[src/rtl/tone_synth_pkg.sv]
// rtl/tone_synth_pkg.sv - Note tables, state types and pitch helpers for the polyphonic tone synthesiser
package tone_synth_pkg;

    localparam int HP_W = 16;

    typedef enum logic [3:0] {
        NOTE_SILENT = 4'd0,
        NOTE_C      = 4'd1,
        NOTE_CS     = 4'd2,
        NOTE_D      = 4'd3,
        NOTE_DS     = 4'd4,
        NOTE_E      = 4'd5,
        NOTE_F      = 4'd6,
        NOTE_FS     = 4'd7,
        NOTE_G      = 4'd8,
        NOTE_GS     = 4'd9,
        NOTE_A      = 4'd10,
        NOTE_AS     = 4'd11,
        NOTE_B      = 4'd12
    } note_e;

    typedef enum logic {
        CH_SILENT = 1'b0,
        CH_RUN    = 1'b1
    } chan_state_e;

    // Octave-4 half-periods in cycles of the 10 MHz system clock
    localparam logic [HP_W-1:0] HP_TABLE [12] = '{
        16'd19111, 16'd18039, 16'd17026, 16'd16071, 16'd15169, 16'd14317,
        16'd13514, 16'd12755, 16'd12039, 16'd11364, 16'd10726, 16'd10124
    };

    localparam logic [6:0] LED_TABLE [12] = '{
        7'h01, 7'h03, 7'h02, 7'h06, 7'h04, 7'h08,
        7'h18, 7'h10, 7'h30, 7'h20, 7'h60, 7'h40
    };

    function automatic logic note_valid(input logic [3:0] code);
        return (code >= NOTE_C) && (code <= NOTE_B);
    endfunction

    function automatic logic [3:0] note_index(input logic [3:0] code);
        return code - NOTE_C;
    endfunction

    function automatic logic [HP_W-1:0] half_period(input logic [3:0] code,
                                                     input logic [1:0] octave);
        if (!note_valid(code)) begin
            return '0;
        end
        return HP_TABLE[note_index(code)] >> octave;
    endfunction

    function automatic logic [6:0] led_pattern(input logic [3:0] code);
        if (!note_valid(code)) begin
            return '0;
        end
        return LED_TABLE[note_index(code)];
    endfunction

endpackage

[src/rtl/tone_chan.sv]
// rtl/tone_chan.sv - One square-wave channel: request register, half-period divider and glitch-free pitch reload
module tone_chan
    import tone_synth_pkg::*;
#(
    parameter int DIV_W = 16
) (
    input  logic       clk,
    input  logic       rst,
    input  logic [3:0] note,
    input  logic [1:0] octave,
    output logic       tone,
    output logic       tone_edge,
    output logic       run_nxt,
    output logic [6:0] led_nxt
);

    logic [3:0]       req_note_q, req_note_d;
    logic [1:0]       req_oct_q, req_oct_d;
    chan_state_e      state_q, state_d;
    logic [DIV_W-1:0] act_q, act_d;
    logic [DIV_W-1:0] cnt_q, cnt_d;
    logic             pend_q, pend_d;
    logic             tone_q, tone_d;
    logic             edge_q, edge_d;
    logic [6:0]       led_q, led_d;

    logic             req_valid;
    logic [DIV_W-1:0] target;
    logic             boundary;

    always_ff @(posedge clk) begin
        if (rst) begin
            req_note_q <= '0;
            req_oct_q  <= '0;
            state_q    <= CH_SILENT;
            act_q      <= '0;
            cnt_q      <= '0;
            pend_q     <= 1'b0;
            tone_q     <= 1'b0;
            edge_q     <= 1'b0;
            led_q      <= '0;
        end else begin
            req_note_q <= req_note_d;
            req_oct_q  <= req_oct_d;
            state_q    <= state_d;
            act_q      <= act_d;
            cnt_q      <= cnt_d;
            pend_q     <= pend_d;
            tone_q     <= tone_d;
            edge_q     <= edge_d;
            led_q      <= led_d;
        end
    end

    always_comb begin
        req_note_d = note;
        req_oct_d  = octave;
        state_d    = state_q;
        act_d      = act_q;
        cnt_d      = cnt_q;
        pend_d     = pend_q;
        tone_d     = tone_q;
        edge_d     = 1'b0;
        led_d      = led_q;

        req_valid = note_valid(req_note_q);
        target    = DIV_W'(half_period(req_note_q, req_oct_q));
        boundary  = (cnt_q == act_q - DIV_W'(1));

        case (state_q)
            CH_SILENT: begin
                cnt_d  = '0;
                tone_d = 1'b0;
                pend_d = 1'b0;
                act_d  = '0;
                led_d  = '0;
                if (req_valid) begin
                    state_d = CH_RUN;
                    act_d   = target;
                    led_d   = led_pattern(req_note_q);
                end
            end
            CH_RUN: begin
                if (boundary) begin
                    tone_d = ~tone_q;
                    edge_d = 1'b1;
                    cnt_d  = '0;
                    // Silence only lands on a falling edge; a rising edge keeps the old pitch one more half-period
                    if (pend_q || (!req_valid && tone_q)) begin
                        state_d = CH_SILENT;
                        act_d   = '0;
                        led_d   = '0;
                        pend_d  = 1'b0;
                    end else if (!req_valid) begin
                        pend_d = 1'b1;
                    end else begin
                        act_d = target;
                        led_d = led_pattern(req_note_q);
                    end
                end else begin
                    cnt_d = cnt_q + DIV_W'(1);
                end
            end
            default: begin
                state_d = CH_SILENT;
            end
        endcase
    end

    assign tone      = tone_q;
    assign tone_edge = edge_q;
    assign run_nxt   = (state_d == CH_RUN);
    assign led_nxt   = led_d;

endmodule

[src/rtl/tone_synth_poly.sv]
// rtl/tone_synth_poly.sv - Polyphonic square-wave tone generator with mix level and combined LED pattern
module tone_synth_poly
    import tone_synth_pkg::*;
#(
    parameter int NUM_CH = 4,
    parameter int DIV_W  = 16,
    parameter int MIX_W  = $clog2(NUM_CH + 1)
) (
    input  logic                  clk,
    input  logic                  rst,
    input  logic [NUM_CH*4-1:0]   note,
    input  logic [NUM_CH*2-1:0]   octave,
    output logic [NUM_CH-1:0]     tone,
    output logic [NUM_CH-1:0]     tone_edge,
    output logic [MIX_W-1:0]      mix,
    output logic [7:0]            note_leds
);

    logic [NUM_CH-1:0] run_nxt;
    logic [6:0]        led_nxt [NUM_CH];

    logic [MIX_W-1:0]  mix_q, mix_d;
    logic [7:0]        leds_q, leds_d;

    for (genvar g = 0; g < NUM_CH; g++) begin : g_chan
        tone_chan #(
            .DIV_W (DIV_W)
        ) u_chan (
            .clk       (clk),
            .rst       (rst),
            .note      (note[g*4 +: 4]),
            .octave    (octave[g*2 +: 2]),
            .tone      (tone[g]),
            .tone_edge (tone_edge[g]),
            .run_nxt   (run_nxt[g]),
            .led_nxt   (led_nxt[g])
        );
    end

    // LEDs use the channels' next state so they register alongside act
    always_comb begin
        mix_d  = '0;
        leds_d = '0;
        for (int i = 0; i < NUM_CH; i++) begin
            mix_d       = mix_d + MIX_W'(tone[i]);
            leds_d[6:0] = leds_d[6:0] | led_nxt[i];
        end
        leds_d[7] = |run_nxt;
    end

    always_ff @(posedge clk) begin
        if (rst) begin
            mix_q  <= '0;
            leds_q <= '0;
        end else begin
            mix_q  <= mix_d;
            leds_q <= leds_d;
        end
    end

    assign mix       = mix_q;
    assign note_leds = leds_q;

endmodule

[config.mk]
export PLATFORM = sky130hd
export DESIGN_NAME = tone_synth_poly
export DESIGN_NICKNAME = d
export VERILOG_FILES = /design/src/rtl/tone_synth_pkg.sv /design/src/rtl/tone_chan.sv /design/src/rtl/tone_synth_poly.sv
export SDC_FILE = /design/constraint.sdc
export NUM_CORES = 1
export LEC_CHECK = 0
export ABC_AREA = 1
export CAP_MARGIN = 40
export CORE_ASPECT_RATIO = 1.25
export CORE_MARGIN = 5
export CORE_UTILIZATION = 55
export DETAILED_ROUTE_END_ITERATION = 12
export HOLD_SLACK_MARGIN = 0.03
export PLACE_DENSITY = 0.81
export SYNTH_ARGS = -nofsm -noshare
export SYNTH_HDL_FRONTEND = slang
export SYNTH_SLANG_ARGS = --single-unit
[constraint.sdc]
create_clock -name clk -period 7.5 [get_ports clk]
set_input_delay 2.25 -clock clk [delete_from_list [all_inputs] [get_ports clk]]
set_output_delay 2.25 -clock clk [all_outputs]
set_load 0.02 [all_outputs]
**Word level (Yosys, flattened, before mapping)**

Memories as Yosys holds them, arrays and structs flattened.
Index checks and enable logic that the tools add are counted.

- Bitwise logic cells: 15
- $add $sub $neg: 15
- Equal/unequal tests: 16
- Order comparisons: 12
- Reduce and logical (&&, ||, !) cells: 29
- Shift operators: 4
- Muxes and demuxes: 136

Operators with widths:

| kind | count |
|---|---|
| $mux 16 | 28 |
| $pmux 16 s2 | 8 |
| $mux 7 | 32 |
| $add 16x1->16 const B | 4 |
| $eq 16x16->1 | 4 |
| $shr 16x2->16 | 4 |
| $sub 16x1->16 const B | 4 |
| $pmux 7 s2 | 4 |
| $mux 1 | 52 |
| $ne 3x3->1 const B | 8 |
| $pmux 1 s2 | 12 |
| $or 7x7->7 | 3 |
| $ge 5x5->1 const B | 4 |
| $not 4->5 | 4 |
| $ge 4x1->1 const B | 4 |
| $le 4x4->1 const B | 4 |
| $reduce_and 2->1 | 8 |
| $sub 4x1->4 const B | 4 |
| $logic_and 1x1->1 | 8 |
| $ne 2x2->1 const B | 4 |
| $not 1->1 | 8 |
| $reduce_or 2->1 | 4 |
| $logic_not 1->1 | 4 |
| $logic_or 1x1->1 | 4 |
| 4 further kinds | 4 |

- Output and inout port bits: 19
- Input bits: 26
- Memory bits (read-only): 1472
- Word-level logic and storage cells: 273
- Register bits: 207
- Memories kept: 8

Memories:

| name | depth | width | rd ports | clocked after memory_dff | write ports | line | text |
|---|---|---|---|---|---|---|---|
| (name not given) | 16 | 16 | 1 | 0 | 0 | tone_synth_pkg.sv:51 | `return HP_TABLE[note_index(code)] >> octave;` |
| (name not given) | 16 | 16 | 1 | 0 | 0 | tone_synth_pkg.sv:51 |  |
| (name not given) | 16 | 16 | 1 | 0 | 0 | tone_synth_pkg.sv:51 |  |
| (name not given) | 16 | 16 | 1 | 0 | 0 | tone_synth_pkg.sv:51 |  |
| (name not given) | 16 | 7 | 1 | 0 | 0 | tone_synth_pkg.sv:58 | `return LED_TABLE[note_index(code)];` |
| (name not given) | 16 | 7 | 1 | 0 | 0 | tone_synth_pkg.sv:58 |  |
| 2 more memories | - | - | - | - | - | - |  |

**Longest topological paths before layout**

Gate-level depths: netlist of the first run.

- Depth after elaboration: 16
- Depth in mapped cells: 18
- Depth with buffers taken out: 17

**Hierarchy**

Synthesis of the first run repeated with hierarchy kept, for this count alone.

- Cell total of the unflattened synthesis: 2451
- Area total of the unflattened synthesis: 14868.0 um^2

Modules (own cells, without submodules):

| module | area each (um^2) | times used | cells each | seq. area each (um^2) |
|---|---|---|---|---|
| tone_chan (g_chan[1].u_chan ...) | 3639.7 | 2 | 599 | 960.9 |
| tone_chan (g_chan[3].u_chan) | 3642.2 | 1 | 612 | 960.9 |
| tone_chan (g_chan[0].u_chan) | 3489.6 | 1 | 591 | 960.9 |
| tone_synth_poly | 456.7 | 1 | 50 | 220.2 |

**Worst setup path before layout of the first run**

No wires, ideal clock.

- Path kind: input to register
- Start: input port rst
- End: register g_chan[1].u_chan.act_q[6]
- Cell stages on the path: 6
- Data arrival time: 3.245 ns
- Library setup time: 0.064 ns
- Data required time: 7.436 ns
- Buffers on the path: 3
- Path slack: 4.191 ns
- Path through: clkbuf_1 -> inv_2 -> clkbuf_1 -> clkbuf_1 -> o21ai_0 -> nor2_1

RTL lines:

| what | line | text |
|---|---|---|
| start: declaration | tone_synth_poly.sv:10 | `input logic rst,` |
| end signal: assignment | tone_chan.sv:46 | `act_q <= act_d;` |
| end: declaration | tone_chan.sv:20 | `logic [DIV_W-1:0] act_q, act_d;` |

**Worst setup path in the final report of the first run**

- Start: register g_chan[0].u_chan.tone_q
- End: output port tone[0]

RTL lines:

| what | line | text |
|---|---|---|
| start: declaration | tone_chan.sv:23 | `logic tone_q, tone_d;` |
| start signal: assignment | tone_chan.sv:49 | `tone_q <= tone_d;` |
| end: declaration | tone_synth_poly.sv:13 | `output logic [NUM_CH-1:0] tone,` |

No word-level cell between the ends.

==> results.toml, run 1 <==
[drt]
wl_mm = 32.5
num_vias = 13455
route.detailed.wl_per_inst_um = 12.8
drtPass1Iterations = 6
drtAntennaViolNets = 0
drt_iter0_markers = 847
viasPerCell = 5.31
drc = 0

[global_route]
grt.overflow.total = 0
first_global_vias = 12658
grt_max_degree = 47
gr-usage-all-layers = 0.221
antenna_found_initial = 0
grt_pass1_wl_mm = 56.4

[cells_and_area]
instances_no_fill = 2534
antenna_cells = 0
syn_to_final_growth_pct = 9.44
drive_gt1_frac = 0.0691
post-route-cell-area_um2 = 15300
nNetsFinal = 2251

[sta]
fmax_mhz = 254
period_share = 0.525
finClkSkew_ps = 19.4
hold_viol = 0
worstMarginPinSlew_ps = 842
fin_crit_ps = 3940
slew_viol_final = 0
max_slew_margin = 0.438
finalSetupViolations = 0
rsz0062_at_grt = "false"
hold_ws_ps = 471
fin_tns_setup_ps = 0

[logic_synthesis]
ys_seq_area_frac = 0.291
yosys_register_bits = 203
synth_most_common_cell = "nand2_1"
synth_xor_area_frac = 0.0462
synth_nets = 2246
synth_edf_count = 0
syn_inst = 2177
synth_cell_type_count = 58
synthTopCellsByCount = "nand2_1, nor2_1, inv_1"
synth_adder_area_share = 0.0391
post-synth-top-area-fraction = 0.291
synth_top_flop_cell = "dfxtp_1"
async_flop_share = 0
syn-cell-area_um2 = 13900
yosys-top-cells-area = "dfxtp_1, nand2_1, nor2_1, inv_1, o21ai_0"
synth.avg_cell_area_um2 = 6.41
yosys.area_share.simple = 0.373
yosysTopAreaCell = "dfxtp_1"
synth_compound_area_frac = 0.152
ys_warn_count = 0
synth_mux_area_frac = 0
synth_top_family_by_area = "simple AND/OR/NAND/NOR gates"

[floorplanning]
core_area_um2 = 25100
chipHeight_um = 188
start_util = 0.555
die_w_um = 152
ios = 45
rows = 65
die_area_um2 = 28700

[setup_path]
crit_family = "buffers and inverters"
crit_fanout = 5
start_kind = "register"
r2r_cells = 12
crit_arrival_ps = 1690
crit_cells = 1
crit_chain = "clkdlybuf4s50_1"
crit_slowest_cell = "clkdlybuf4s50_1"
critPathBufInv = 1
worstSetupPathType = "register to output pin"
worst_path_largest_cell_delay_ps = 680
crit_required_ps = 5250
end_kind = "output pin"

[placed_design]
hpwlAfterDp_mm = 24.3
dpl-instance-area_um2 = 14500
gp_congestion = 0.922
dp.cells = 2492
portBuffers = 44

[clocking]
numCtsBuffers = 23
clk_pin_slew_worst_paths_ps = 60
cts.sinks = 203
hold_buffers = 0
cts_root_buf = "clkbuf_16"
cts.path.max_buffers = 3
cts_tree = "done"
insertion_delay_ps = 530
post_cts_resized = 0
htreeDepth = 1
cts_setup_buffers = 0

[pwr]
power_uw = 3460
ir_drop_mv = 0.126
leakage_uw = 0.00687
power.density_nw_per_um2 = 227

[status]
status = "completed"

[run]
cap_violations = 0

[worst_hold_path]
hp-class = "register to register"
worstHoldPathCells = 2
[tightest hold or removal path, delay by kind of cell (launching register included)]
family	cells	cell delay, ps
DFF	1	310
AOI/OAI and AO/OA	1	50
and+or+nand+nor	1	60
[path summary, 6_finish.rpt]
check                                 startpoint                         to  slack, ps
setup / recovery           g_chan[0].u_chan.tone                    tone[0]       3560
hold / removal           g_chan[2].u_chan.pend_q    g_chan[2].u_chan.pend_q        470
setup reg to reg  g_chan[2].u_chan.req_note_q[0]  g_chan[2].u_chan.act_q[1]       4230
hold reg to reg          g_chan[2].u_chan.pend_q    g_chan[2].u_chan.pend_q        470
[cell type report]
class	instances	area, um2
Clock buffer	34	687
Timing Repair Buffer	46	465
Multi-Input combinational cell	1640	8520
Tap cell	335	419
Fill cell	2299	9870
Clock inverter	8	100
Inverter	268	1010
Sequential cell	203	4060
[metal layers]
metal	global-route usage	routed length [um]	up-vias
met4	0.0525	558	0
li1	-	-	7019
met1	0.282	14600	6105
met2	0.398	15900	283
met3	0.0275	1510	48
met5	0	0	-
[placed cells by master (no fill, tap or decap), types with 4 or more instances in the layout]
cell	Yosys	layout
nand2_4	5	5
clkdlybuf4s50_1	0	43
nor2_8	6	6
nor2_1	265	265
nand3_1	140	140
nor2_2	10	10
xor2_1	35	35
clkbuf_1	31	4
or2_2	15	15
nor4_1	4	4
nand3_2	7	7
a21oi_2	8	8
ha_1	42	42
nor2_4	11	11
clkbuf_16	0	23
nor3b_1	17	17
inv_2	11	11
o211ai_1	19	19
clkinv_2	2	5
o21ai_0	151	151
nor3_1	17	17
nand3b_1	18	18
inv_1	249	249
xnor2_1	36	36
nand2_1	570	570
o22ai_1	31	31
nand2_2	18	18
a21oi_1	123	123
clkbuf_8	0	7
o21ai_1	21	21
clkinv_1	5	5
nand4_1	31	31
dfxtp_1	203	203
[logic make-up (layout without fill, tap and decap cells)]
| family | after synthesis | in the layout |
|---|---|---|
| xor gates and xnor gates | 72 | 72 |
| DFF | 203 | 203 |
| adders and majority gates | 43 | 43 |
| AOI/OAI and AO/OA | 377 | 377 |
| buffers and inverters | 334 | 356 |
| and+or+nand+nor | 1148 | 1148 |
[registers in the layout, indices dropped and copies added, names as in the netlist]
signal                    flops
g_chan.u_chan.act_q          60
g_chan.u_chan.cnt_q          64
g_chan.u_chan.led_q          28
g_chan.u_chan.pend_q          4
g_chan.u_chan.req_note_q     16
g_chan.u_chan.req_oct_q       8
g_chan.u_chan.state_q         4
g_chan.u_chan.tone            4
g_chan.u_chan.tone_edge       4
mix                           3
note_leds                     8
[power breakdown]
part	switching [uW]	total [uW]	internal (uW)
Combinational	700	1060	363
Clock	460	1160	703
Sequential	84.1	1230	1150
Total	1240	3460	2220
[stage by stage]
stage	setup slack, ps	utilization
floorplan	4190	-
global placement	3730	0.575
detailed placement	3680	0.576
CTS	3520	0.607
global route	3520	0.607
finish	3560	0.607
Power figures use the tool's default switching activity.
==> run 2, diff against run 1 <==
==> constraint.sdc (replaced) <==
create_clock -name clk -period 3.8 [get_ports clk]
set_input_delay 1.14 -clock clk [delete_from_list [all_inputs] [get_ports clk]]
set_output_delay 1.14 -clock clk [all_outputs]
set_load 0.02 [all_outputs]
==> run 2 against run 1 <==
  * Design area is 0.45% lower
  * Largest cell class unchanged
  * Global-route usage is 0.35 points higher
  * Core utilization is 0.27 points lower
  * Non-clock buffer count stayed put
  * Critical endpoint is now g_chan[2].u_chan.act_q[1]
  * Critical path type is now register to register
  * Sequential share of layout area is 0.12 points higher
==> results.toml, run 2 (same netlist as run 1, synthesis figures left out) <==
[floorplanning]
rows = 65
ios = 45
start_util = 0.555
die_area_um2 = 28700
die_w_um = 152
chipHeight_um = 188
core_area_um2 = 25100

[setup_path]
worstSetupPathType = "register to register"
end_kind = "register"
start_kind = "register"
worst_path_largest_cell_delay_ps = 540
crit_chain = "inv_1, ha_1, o21ai_0, inv_1, nand2_1, o21ai_0, nand2_1, inv_1, o21ai_0, o22ai_1, o21ai_0, a21oi_1"
crit_fanout = 13
crit_arrival_ps = 3460
cpMostUsedCell = "o21ai_0"
crit_slowest_cell = "o21ai_0"
r2r_cells = 12
crit_required_ps = 4210

[pwr]
pwr-share-seq = 0.364
switchingPower_uw = 2480
p_sw_frac = 0.368
ir_drop_mv = 0.333
power.density_nw_per_um2 = 442
power_frac_clock = 0.324
p_int_uw = 4240
power_frac_comb = 0.312
leakage_uw = 0.00684

[sta]
finalSetupViolations = 0
hold_ws_ps = 466
worstMarginPinSlew_ps = 817
fin_tns_setup_ps = 0
fin_crit_ps = 3060
finClkSkew_ps = 15.9
hold_viol = 0
rsz0062_at_grt = "false"
fmax_mhz = 327
max_slew_margin = 0.455
period_share = 0.805
slew_viol_final = 0
setup_slack_ps = 742

[cells_and_area]
antenna_cells = 0
post-route-cell-area_um2 = 15200
final_common_cell = "nand2_1"
final_cell_mix = "nand2_1, nor2_1, inv_1"
drive_gt1_frac = 0.0692
nNetsFinal = 2251
instances_no_fill = 2533
top_regs = "g_chan.u_chan.cnt_q: 64 flops, g_chan.u_chan.act_q: 60 flops, g_chan.u_chan.led_q: 28 flops"
syn_to_final_growth_pct = 8.94
largest_reg_flops = 64
regMostFlops = "g_chan.u_chan.cnt_q"

[clocking]
cts_setup_buffers = 0
cts.path.max_buffers = 3
cts_tree = "done"
hold_buffers = 0
clk_pin_slew_worst_paths_ps = 60
cts.sinks = 203
cts_root_buf = "clkbuf_16"
post_cts_resized = 0
insertion_delay_ps = 520
numCtsBuffers = 23
htreeDepth = 1

[global_route]
grt_pass1_wl_mm = 56.7
gr-usage-all-layers = 0.225
first_global_vias = 12614
grt_max_degree = 79
antenna_found_initial = 0
grt.overflow.total = 0

[drt]
route.detailed.wl_per_inst_um = 13.1
drc = 0
viasPerCell = 5.33
drtPass1Iterations = 5
drt_iter0_markers = 836
drtAntennaViolNets = 0
wl_mm = 33.1
num_vias = 13512

[placed_design]
dpl-instance-area_um2 = 14500
dp.cells = 2492
hpwlAfterDp_mm = 24.9
portBuffers = 44
pre_cts_ws_ps = 788
gp_congestion = 0.906

[worst_hold_path]
hp-class = "register to register"
worstHoldPathCells = 2

[run]
cap_violations = 0

[status]
status = "completed"
[run 2: cell count changes in the layout (fill, tap and decap cells not counted), sizes merged]
cell      previous run  this run
bufinv               2         1
clkbuf              34        30
clkinv              11        14
clkinvlp             1         2
[run 2: critical path: cells and delay by family, from the launching register on]
kind	cells	cell delay, ps
AOI/OAI and AO/OA	6	1090
buffers and inverters	3	680
DFF	1	500
and+or+nand+nor	2	430
adders and majority gates	1	240
[run 2: routing by layer]
| layer | GRT usage | vias up | wire length, um |
|---|---|---|---|
| met2 | 0.399 | 287 | 16000 |
| met5 | 0 | - | 0 |
| met3 | 0.0275 | 60 | 1280 |
| met1 | 0.284 | 6132 | 14900 |
| met4 | 0.0713 | 0 | 886 |
| li1 | - | 7033 | - |
[run 2: final cells by class]
cell class / count / area [um2]
clock inverter: 11 / 88.8
multi-input combinational: 1640 / 8520
fill: 2350 / 9930
clock buffer: 30 / 642
tap: 335 / 419
sequential: 203 / 4060
inverter: 268 / 1010
timing repair buffer: 46 / 453
[run 2: per-stage QoR]
stage	power, uW	utilization
floorplan	4130	-
detailed placement	4560	0.576
global placement	4500	0.576
finish	6720	0.605
global route	7150	0.605
CTS	6740	0.605
[run 2: power groups by stage]
stage,Clock (uW),Sequential [uW],Combinational [uW]
after detailed placement,0,2490,2070
after global routing,2310,2460,2370
after floorplan,0,2440,1700
after CTS,2210,2440,2090
after global placement,0,2480,2020
final,2180,2440,2100
[run 2: worst paths after layout]
kind	startpoint	to	slack (ps)
worst max-delay path	g_chan[2].u_chan.req_note_q[0]	g_chan[2].u_chan.act_q[1]	740
worst min-delay path	g_chan[2].u_chan.pend_q	g_chan[2].u_chan.pend_q	470
worst max register to register	g_chan[2].u_chan.req_note_q[0]	g_chan[2].u_chan.act_q[1]	740
worst min register to register	g_chan[2].u_chan.pend_q	g_chan[2].u_chan.pend_q	470
